[src/rtl/router_pkg.sv]
// Shared router constants: byte width, FIFO depth and header field positions.
package router_pkg;

  localparam int ROUTER_DWIDTH      = 8;
  localparam int ROUTER_FIFO_DEPTH  = 16;
  localparam int ROUTER_FIFO_AWIDTH = $clog2(ROUTER_FIFO_DEPTH);

  // Header byte layout: destination address in [1:0], payload length in [7:2].
  localparam int ADDR_LSB = 0;
  localparam int ADDR_MSB = 1;
  localparam int LEN_LSB  = 2;
  localparam int LEN_MSB  = 7;

  // Packet byte counter width (payload length + parity fits in 7 bits).
  localparam int PKT_CNT_W = 7;

endpackage

[src/rtl/router_fifo_ptr.sv]
// FIFO pointer register with wrap bit; increments on inc_i, clears on clr_i.
module router_fifo_ptr
  import router_pkg::*;
#(
  parameter int AWIDTH = ROUTER_FIFO_AWIDTH
) (
  input  logic            clk,
  input  logic            rstn,
  input  logic            clr_i,
  input  logic            inc_i,
  output logic [AWIDTH:0] ptr_o
);

  logic [AWIDTH:0] ptr_q;
  logic [AWIDTH:0] ptr_d;

  // Next pointer: flush wins over increment; wraps naturally modulo 2*DEPTH.
  always_comb begin
    ptr_d = ptr_q;
    if (clr_i) begin
      ptr_d = '0;
    end else if (inc_i) begin
      ptr_d = ptr_q + 1'b1;
    end
  end

  // Pointer register with synchronous active-low reset.
  always_ff @(posedge clk) begin
    if (!rstn) begin
      ptr_q <= '0;
    end else begin
      ptr_q <= ptr_d;
    end
  end

  assign ptr_o = ptr_q;

endmodule

[src/rtl/router_fifo.sv]
// Per-destination output FIFO of the 1x3 router. Stores {header tag, byte},
// tracks packet length on the read side, and supports a soft flush.
// Optional occupancy output is enabled by defining ROUTER_FIFO_OCC_EN.
module router_fifo
  import router_pkg::*;
#(
  parameter int DEPTH  = ROUTER_FIFO_DEPTH,
  parameter int DWIDTH = ROUTER_DWIDTH,
  parameter int AWIDTH = $clog2(DEPTH)
) (
  input  logic              clk,
  input  logic              rstn,
  input  logic              soft_rst,
  input  logic              we,
  input  logic              re,
  input  logic              lfd_state,
  input  logic [DWIDTH-1:0] din,
  output logic [DWIDTH-1:0] dout,
  output logic              full,
  output logic              empty
`ifdef ROUTER_FIFO_OCC_EN
  ,
  output logic [AWIDTH:0]   occupancy
`endif
);

  logic [AWIDTH:0]        wr_ptr;
  logic [AWIDTH:0]        rd_ptr;
  logic                   wr_en;
  logic                   rd_en;
  logic                   lfd_q;
  logic [DWIDTH:0]        mem_q [DEPTH];
  logic [DWIDTH:0]        rd_word;
  logic [DWIDTH-1:0]      dout_q;
  logic [DWIDTH-1:0]      dout_d;
  logic [PKT_CNT_W-1:0]   cnt_q;
  logic [PKT_CNT_W-1:0]   cnt_d;

  // Soft reset masks both ports so a write in the flush cycle is lost.
  assign wr_en = we && !full && !soft_rst;
  assign rd_en = re && !empty && !soft_rst;

  router_fifo_ptr #(.AWIDTH(AWIDTH)) u_wr_ptr (
    .clk   (clk),
    .rstn  (rstn),
    .clr_i (soft_rst),
    .inc_i (wr_en),
    .ptr_o (wr_ptr)
  );

  router_fifo_ptr #(.AWIDTH(AWIDTH)) u_rd_ptr (
    .clk   (clk),
    .rstn  (rstn),
    .clr_i (soft_rst),
    .inc_i (rd_en),
    .ptr_o (rd_ptr)
  );

  assign empty = (wr_ptr == rd_ptr);
  assign full  = (wr_ptr[AWIDTH] != rd_ptr[AWIDTH]) &&
                 (wr_ptr[AWIDTH-1:0] == rd_ptr[AWIDTH-1:0]);

`ifdef ROUTER_FIFO_OCC_EN
  assign occupancy = wr_ptr - rd_ptr;
`endif

  // Header tag delayed one cycle to line up with the register stage byte.
  always_ff @(posedge clk) begin
    if (!rstn || soft_rst) begin
      lfd_q <= 1'b0;
    end else begin
      lfd_q <= lfd_state;
    end
  end

  // Storage array; cleared on either reset so flushed data cannot reappear.
  always_ff @(posedge clk) begin
    if (!rstn || soft_rst) begin
      for (int i = 0; i < DEPTH; i++) begin
        mem_q[i] <= '0;
      end
    end else if (wr_en) begin
      mem_q[wr_ptr[AWIDTH-1:0]] <= {lfd_q, din};
    end
  end

  // Read data and packet counter: a header loads length+parity, payload bytes
  // count down; with no read, dout clears once the packet is exhausted.
  always_comb begin
    dout_d  = dout_q;
    cnt_d   = cnt_q;
    rd_word = mem_q[rd_ptr[AWIDTH-1:0]];
    if (rd_en) begin
      dout_d = rd_word[DWIDTH-1:0];
      if (rd_word[DWIDTH]) begin
        cnt_d = PKT_CNT_W'(rd_word[LEN_MSB:LEN_LSB]) + PKT_CNT_W'(1);
      end else if (cnt_q != '0) begin
        cnt_d = cnt_q - 1'b1;
      end
    end else if (cnt_q == '0) begin
      dout_d = '0;
    end
  end

  // Read-side registers.
  always_ff @(posedge clk) begin
    if (!rstn || soft_rst) begin
      dout_q <= '0;
      cnt_q  <= '0;
    end else begin
      dout_q <= dout_d;
      cnt_q  <= cnt_d;
    end
  end

  assign dout = dout_q;

endmodule

[config.mk]
export PLATFORM = sky130hd
export DESIGN_NAME = router_fifo
export DESIGN_NICKNAME = d
export VERILOG_FILES = /design/src/rtl/router_pkg.sv /design/src/rtl/router_fifo_ptr.sv /design/src/rtl/router_fifo.sv
export SDC_FILE = /design/constraint.sdc
export NUM_CORES = 1
export LEC_CHECK = 0
export ABC_AREA = 1
export CORE_MARGIN = 3
export CORE_UTILIZATION = 61
export CTS_CLUSTER_DIAMETER = 40
export DETAILED_ROUTE_END_ITERATION = 7
export GPL_ROUTABILITY_DRIVEN = 0
export GPL_TIMING_DRIVEN = 0
export PLACE_DENSITY = 0.79
export SYNTH_ARGS = -nofsm -noshare
export SYNTH_HDL_FRONTEND = slang
export SYNTH_SLANG_ARGS = --single-unit
[constraint.sdc]
create_clock -name clk -period 2.5 [get_ports clk]
set_clock_uncertainty 0.2 [all_clocks]
set_input_delay 0.25 -clock clk [delete_from_list [all_inputs] [get_ports clk]]
set_output_delay 0.25 -clock clk [all_outputs]
set_load 0.01 [all_outputs]
==> results.json <==
{
  "cp-start-kind": "register",
  "syn-num-nets": 923,
  "grt_max_degree": 17,
  "post-route-period-util": 0.964,
  "core_um2": 13400,
  "place_ws_ps": -318,
  "grt_pass1_wl_um": 30800,
  "max_freq_mhz": 415,
  "tritoncts": "yes",
  "fin_nets": 963,
  "fin_crit_ps": 2410,
  "yosys_warnings": 0,
  "routed_wl_um": 20500,
  "hold_viol_final": 0,
  "holdWs_ps": 158,
  "syn_avg_cell_area_um2": 9.39,
  "critPathMaxFanout": 10,
  "critPathArrivalTime_ps": 2550,
  "clk_pin_slew_ps": 70,
  "antenna_found_initial": 0,
  "layout.cells.non_filler": 1131,
  "finalSetupTns_ps": 0,
  "layout-drive-gt1-share": 0.140,
  "grt_pass1_vias": 5830,
  "path_cells": "buf_6 -> inv_4 -> buf_8 -> buf_6 -> nand2_1 -> nand3_1 -> nand3_2 -> nand3_2 -> nand2_2 -> ha_1 -> nand2_1 -> nor2_2 -> nand3b_1 -> nand3_1 -> nand2_1 -> inv_1",
  "wl_per_cell_um": 18.1,
  "die_x_um": 124,
  "cpLargestDelayFamily": "simple AND/OR/NAND/NOR gates",
  "netlist-cell-type-count": 36,
  "finalSetupViolCount": 0,
  "p_leak_uw": 0.00414,
  "cp_slowest_stage_delay_ps": 320,
  "min_path_type": "input port to register",
  "numPlacedInstances": 1101,
  "pwr_density_cell_nw_per_um2": 672,
  "clk-insertion-delay-late_ps": 440,
  "final_common_cell": "nand2_1",
  "regToRegSetupSlack_ps": 90,
  "required_ps": 2640,
  "endpoint_kind": "register",
  "final_cell_mix": "nand2_1 (180), nor2_1 (172), edfxtp_1 (144)",
  "cp_slowest_cell": "dfxtp_1",
  "portBuffers": 23,
  "drc_errors": 0,
  "yosys_register_bits": 174,
  "cp_num_buf_inv": 5,
  "viasPerCell": 5.77,
  "cts_max_path_buffers": 2,
  "die_area_um2": 15300,
  "max_slew_margin": 0.400,
  "synthesis.area_um2": 8470,
  "worst_pin_slew_ps": 897,
  "grt_usage": 0.275,
  "slew_violations": 0,
  "boundaryPins": 24,
  "status": "finished clean",
  "initial_core_util": 0.632,
  "die_h_um": 124,
  "setup_ws_ps": 90.0,
  "root_buffer": "clkbuf_16",
  "clock_sinks": 174,
  "htreeDepth": 4,
  "first_iter_violations": 903,
  "synth_edf_count": 144,
  "postSynthCellCount": 902,
  "cts_buffers": 17,
  "rsz0062_at_grt": "true",
  "ir_worst_vdd_uv": 454,
  "synth_top_flop_cell": "edfxtp_1",
  "vias": 6531,
  "dr.pass1.iters": 6,
  "drv_cap": 0,
  "fin_util": 0.716,
  "dp_hpwl_um": 14100,
  "ant_nets": 0,
  "crit_top_cell": "nand2_1",
  "grt_overflow": 0,
  "critPathKind": "register to register",
  "rows": 42,
  "area_growth_pct": 13.3,
  "synth_seq_area_share": 0.582,
  "antennaDiodeCount": 0,
  "async_flop_share": 0
}
==> through the flow <==
| step | cell area (µm²) | total power (µW) |
|---|---|---|
| floorplan | 8470 | 3560 |
| global placement | 8920 | 3680 |
| detailed placement | 8920 | 3690 |
| CTS | 9560 | 6420 |
| global route | 9600 | 6590 |
| finish | 9600 | 6450 |
==> report_power, final <==
part | total, µW | internal, µW | switching, µW
registers | 3260 | 3230 | 31.9
logic | 385 | 114 | 271
clock network | 2810 | 1660 | 1140
total | 6450 | 5010 | 1440
==> sequential cells by signal, indices dropped and copies added (netlist names), named ones only <==
name	flops
mem_q	144
dout	8
u_wr_ptr.ptr_o	5
cnt_q	7
lfd_q	1
u_rd_ptr.ptr_o	5
==> cells in the mapped netlist, drive strengths merged, types with 6 or more instances <==
cell type,n,area share
buf,25,0.026
a21oi,41,0.024
nand2,216,0.11
dfxtp,30,0.071
clkbuf,19,0.0084
xor2,6,0.0062
nand3,65,0.038
edfxtp,144,0.51
nor2,198,0.10
o211ai,14,0.014
inv,83,0.037
ha,7,0.010
o21ai,33,0.020
==> metal layers <==
layer | vias to the layer above | share of wire | global-route usage
met4 | 0 | 0.023 | 0.113
met5 | - | 0 | 0
met3 | 47 | 0.099 | 0.0531
li1 | 3043 | - | -
met2 | 391 | 0.48 | 0.433
met1 | 3050 | 0.40 | 0.379
==> worst paths after layout <==
path / start / end / depth (start not counted)
setup reg to reg: register / cnt_q[4] / 16
hold reg to reg: dout[0] / dout[0] / 2
hold / removal: lfd_state / lfd_q / 3
setup / recovery: register / cnt_q[4] / 16
==> timing repair <==
item | CTS | global route
pin swaps | 1 | 2
hold buffers | 0 | 0
gates resized for setup | 10 | 24
hold endpoints to repair | 0 | 0
setup buffers | 0 | 1
setup endpoints to repair | 50 | 87
==> layout make-up <==
type	instances	area, µm²
timing repair buffer	24	236
sequential	174	4920
multi-input combinational	599	2990
fill	955	3800
tap	176	220
clock inverter	15	194
clock buffer	17	425
inverter	85	325
buffer	41	280
==> worst register-to-register path, stage by stage, from the launching register on <==
cell and delay [ps]:
dfxtp_1 320, buf_6 140, inv_4 40, buf_8 140, buf_6 150, nand2_1 60, nand3_1 90, nand3_2 130
nand3_2 110, nand2_2 160, ha_1 190, nand2_1 100, nor2_2 170, nand3b_1 120, nand3_1 80, nand2_1 60
inv_1 30
==> logic make-up after synthesis <==
logic type	Yosys count	share of synthesized area
compound gates	97	0.0664
xor+xnor	8	0.00828
flops	174	0.582
simple gates	487	0.261
fa+ha+maj	7	0.0103
buf+inv	129	0.0720
(Power assumes the default switching activity.)
==> RTL edit 1 (config.mk and constraints unchanged) <==
Change the package constant `ROUTER_FIFO_DEPTH` from 16 to 8.
--- a/src/rtl/router_pkg.sv
+++ b/src/rtl/router_pkg.sv
@@ -2,7 +2,7 @@
 package router_pkg;
 
   localparam int ROUTER_DWIDTH      = 8;
-  localparam int ROUTER_FIFO_DEPTH  = 16;
+  localparam int ROUTER_FIFO_DEPTH  = 8;
   localparam int ROUTER_FIFO_AWIDTH = $clog2(ROUTER_FIFO_DEPTH);
 
   // Header byte layout: destination address in [1:0], payload length in [7:2].
Formal check against the unedited RTL: not equivalent (Yosys sat finds a counterexample within 10 cycles, from zero or initial values).
==> RTL edit 1 against the unedited design <==
- routed wire length fell by 48%
- design area down 44%
- utilization rose by 0.40 points
- non-clock buffer count down 27
- final cell count fell by 39%
- die area fell by 42%
- fmax is 4.4% higher
- area after synthesis decreased by 44%
- sequential cell count is 75 lower
- register-to-register slack better by 0.11 ns
- worst setup slack improved by 0.10 ns
- combinational power is 41% lower
- total power down 53%
- highest routed layer unchanged
==> RTL edit 1: results (changes against the unedited design) <==
- Status: finished clean
- GRT met2 Usage: 0.447 (+0.0148)
- Routed length on met3: 844 um (-58%)
- Critical Path Slowest Stage Cell: clkdlybuf4s50_1
- Post-place setup slack: -0.631 ns (-0.313 ns)
- Commonest cells in the netlist: nand2_1 (120), nor2_1 (116), edfxtp_1 (72)
- Arrival time worst endpoint: 1.86 ns (-0.69 ns)
- Nets: 604 (-37%)
- Top post-synthesis cells by area: edfxtp_1 (46%), dfxtp_1 (11%), nand2_1 (9.5%)
- First-pass GRT wire length: 17.3 mm (-44%)
- CTS Buf Count: 9 (-8)
- Max reg flops: 72 (-50%)
- Peak supply drop: 0.000396 V (-13%)
- Layout fillers: 584 (-39%)
- Iteration-0 DRC Markers: 313 (-65%)
- Maximum fanout along the worst path: 5 (-5)
- Metal2 WL: 5.36 mm (-46%)
- Top delay family on crit path: buffers and inverters
- Layout cells sized above 1: 0.108 (-0.0320)
- Detailed Place HPWL: 7.65 mm (-46%)
- Routed met1 length: 4.35 mm (-47%)
- Compound-cell area share of the yosys netlist: 0.0714 (+0.00502)
- Met3 Track Usage GR: 0.0425 (-0.0107)
- Tot GR Track Use: 0.259 (-0.0162)
- Placed Cells: 674 (-39%)
- Leakage: 2.27 nW (-45%)
- Post-Synth Adder-Cell Area: 0.0105 (+0.000190)
- Met1 usage: 0.335 (-0.0444)
-- RTL edit 1: worst reg2reg max path, delay by kind of cell (launching register included) --
family        cells  cell delay [ns]
flops             1             0.43
simple gates      7             1.18
xor+xnor          1             0.14
-- RTL edit 1: path summary, 6_finish.rpt --
kind	start	endpoint	slack, ns	cells after the start
setup / recovery	u_rd_ptr.ptr_o[0]	full	0.19	6
hold / removal	lfd_state	lfd_q	0.22	3
setup reg to reg	u_rd_ptr.ptr_o[0]	mem_q[7][5]	0.20	8
hold reg to reg	dout[7]	dout[7]	0.27	2
-- RTL edit 1: power by group through the flow --
| stage | Clock (mW) | Sequential (mW) | Combinational, mW |
|---|---|---|---|
| after floorplan | 0 | 1.86 | 0.145 |
| after global routing | 1.07 | 1.83 | 0.255 |
| after detailed placement | 0 | 1.87 | 0.221 |
| after global placement | 0 | 1.86 | 0.213 |
| final | 0.998 | 1.83 | 0.229 |
| after CTS | 1.00 | 1.83 | 0.224 |
-- RTL edit 1: metrics by stage --
step                       util  instance area (um^2)
after floorplan               -                  4750
after CTS                 0.716                  5300
after global placement    0.689                  5100
final                     0.720                  5340
after detailed placement  0.689                  5100
after global routing      0.720                  5340
-- RTL edit 1: area by class of cell --
type / instances / area [um^2] / share of cell area
Timing Repair Buffer: 23 / 230 / 0.0432
Sequential cell: 99 / 2700 / 0.507
Clock buffer: 13 / 170 / 0.0319
Buffer: 15 / 106 / 0.0199
Inverter: 75 / 282 / 0.0528
Multi-Input combinational cell: 363 / 1700 / 0.318
Clock inverter: 3 / 20.0 / 0.00375
Tap cell: 99 / 124 / 0.0232
-- RTL edit 1: what timing repair did --
item,CTS,global route
endpoints found under the setup margin,27,73
resized for setup,4,12
pin swaps,0,0
==> RTL edit 2 (same settings) <==
Without the edit above. Make the reset (`rstn`) asynchronous in one clocked block. Comments in the files are not updated.
--- a/src/rtl/router_fifo_ptr.sv
+++ b/src/rtl/router_fifo_ptr.sv
@@ -25,7 +25,7 @@
   end
 
   // Pointer register with synchronous active-low reset.
-  always_ff @(posedge clk) begin
+  always_ff @(posedge clk or negedge rstn) begin
     if (!rstn) begin
       ptr_q <= '0;
     end else begin
Check against the original RTL: differs if rstn is asserted again (counterexample within 4 cycles, from zero or initial values and one cycle with rstn low); with rstn held inactive, the same outputs for 4 cycles.
==> RTL edit 2 against the unedited design <==
- sequential share of layout area fell by 1.5 points
- area after synthesis is 2.0% lower
- worst setup slack got worse by 0.032 ns
- design area grew 2.4%
- first-iteration DRC count rose by 2.7%
- routed wire length up 15%
- sequential cell count down 4
- synthesized cell count increased by 4.2%
- non-clock buffer count rose by 4
- count of clock-buffer cells in the layout is 3 higher
- via count is 6.2% higher
- critical endpoint is now cnt_q[6]
- highest routed layer unchanged
Power is not compared: it rests on default switching activity, and its combinational part moved more than twofold at a synthesized area within 25%.
==> RTL edit 2: results (changes against the unedited design) <==
- Status: finished clean
- Clock network share of area: 0.0623 (-0.00227)
- Routed WL per cell: 20.0 um (+10%)
- Signal buffers share of area: 0.0619 (+0.00804)
- Layout fillers: 878 (-8.1%)
- Die Footprint: 15000 um^2 (-1.9%)
- Worst reg2reg path depth: 12 (-4)
- WL final: 23.5 mm (+15%)
- Register area: 4900 um^2 (-0.58%)
- Met3 Track Usage GR: 0.0857 (+0.0326)
- Routed length on met3: 2.91 mm (+44%)
- Nets: 1013 (+5.2%)
- Metal2 WL: 11.2 mm (+13%)
- Critical Path Slowest Stage Cell: dfrtp_2
- Routed met1 length: 8.53 mm (+4.7%)
- Xor/xnor share of the synthesized area: 0.00739 (-0.000888)
- Arrival time worst endpoint: 2.61 ns (+0.06 ns)
- Hold buffers post-CTS: 1 (+1)
- Synth async-reset ratio: 0.0588 (+0.0588)
- Iteration-0 DRC Markers: 927 (+2.7%)
- Comb_multi_in: 640 (+6.8%)
- Count of different cell masters after synthesis: 34 (-5.6%)
- Syn Nets: 961 (+4.1%)
- RR Endpoint: cnt_q[6]
- Slowest stage delay, CP: 0.48 ns (+0.16 ns)
- Detailed Place HPWL: 14.2 mm (+0.81%)
- Via/cell ratio: 5.89 (+2.1%)
- Slew HR: 0.204 (-0.196)
- Non-clock buffers: 69 (+6.2%)
[RTL edit 2: cell count changes after synthesis, sizes merged, moves of 5 or more]
cell    unedited run  this run
dfxtp             30        16
nor2             198       227
nand2            216       260
clkbuf            19        14
nand3             65        55
dfrtp              0        10
o211ai            14         0
a21oi             41        32
inv               83        91
[RTL edit 2: power breakdown]
group / internal (mW) / total (mW) / switching [mW] / leakage, nW
clock network: 1.64 / 2.73 / 1.09 / 0.297
registers: 3.19 / 3.24 / 0.0504 / 1.87
logic: 0.400 / 1.29 / 0.892 / 2.15
[RTL edit 2: how the worst min path moves through the flow]
stage	slack (ns)	to	startpoint	cells past startpoint
final	0.14	lfd_q	lfd_state	3
after global routing	0.17	lfd_q	lfd_state	3
after CTS	0.14	lfd_q	lfd_state	3
after detailed placement	0.26	dout[6]	dout[6]	2
after global placement	0.25	dout[3]	dout[3]	2
after floorplan	-0.25	u_rd_ptr.ptr_o[0]	rstn	0
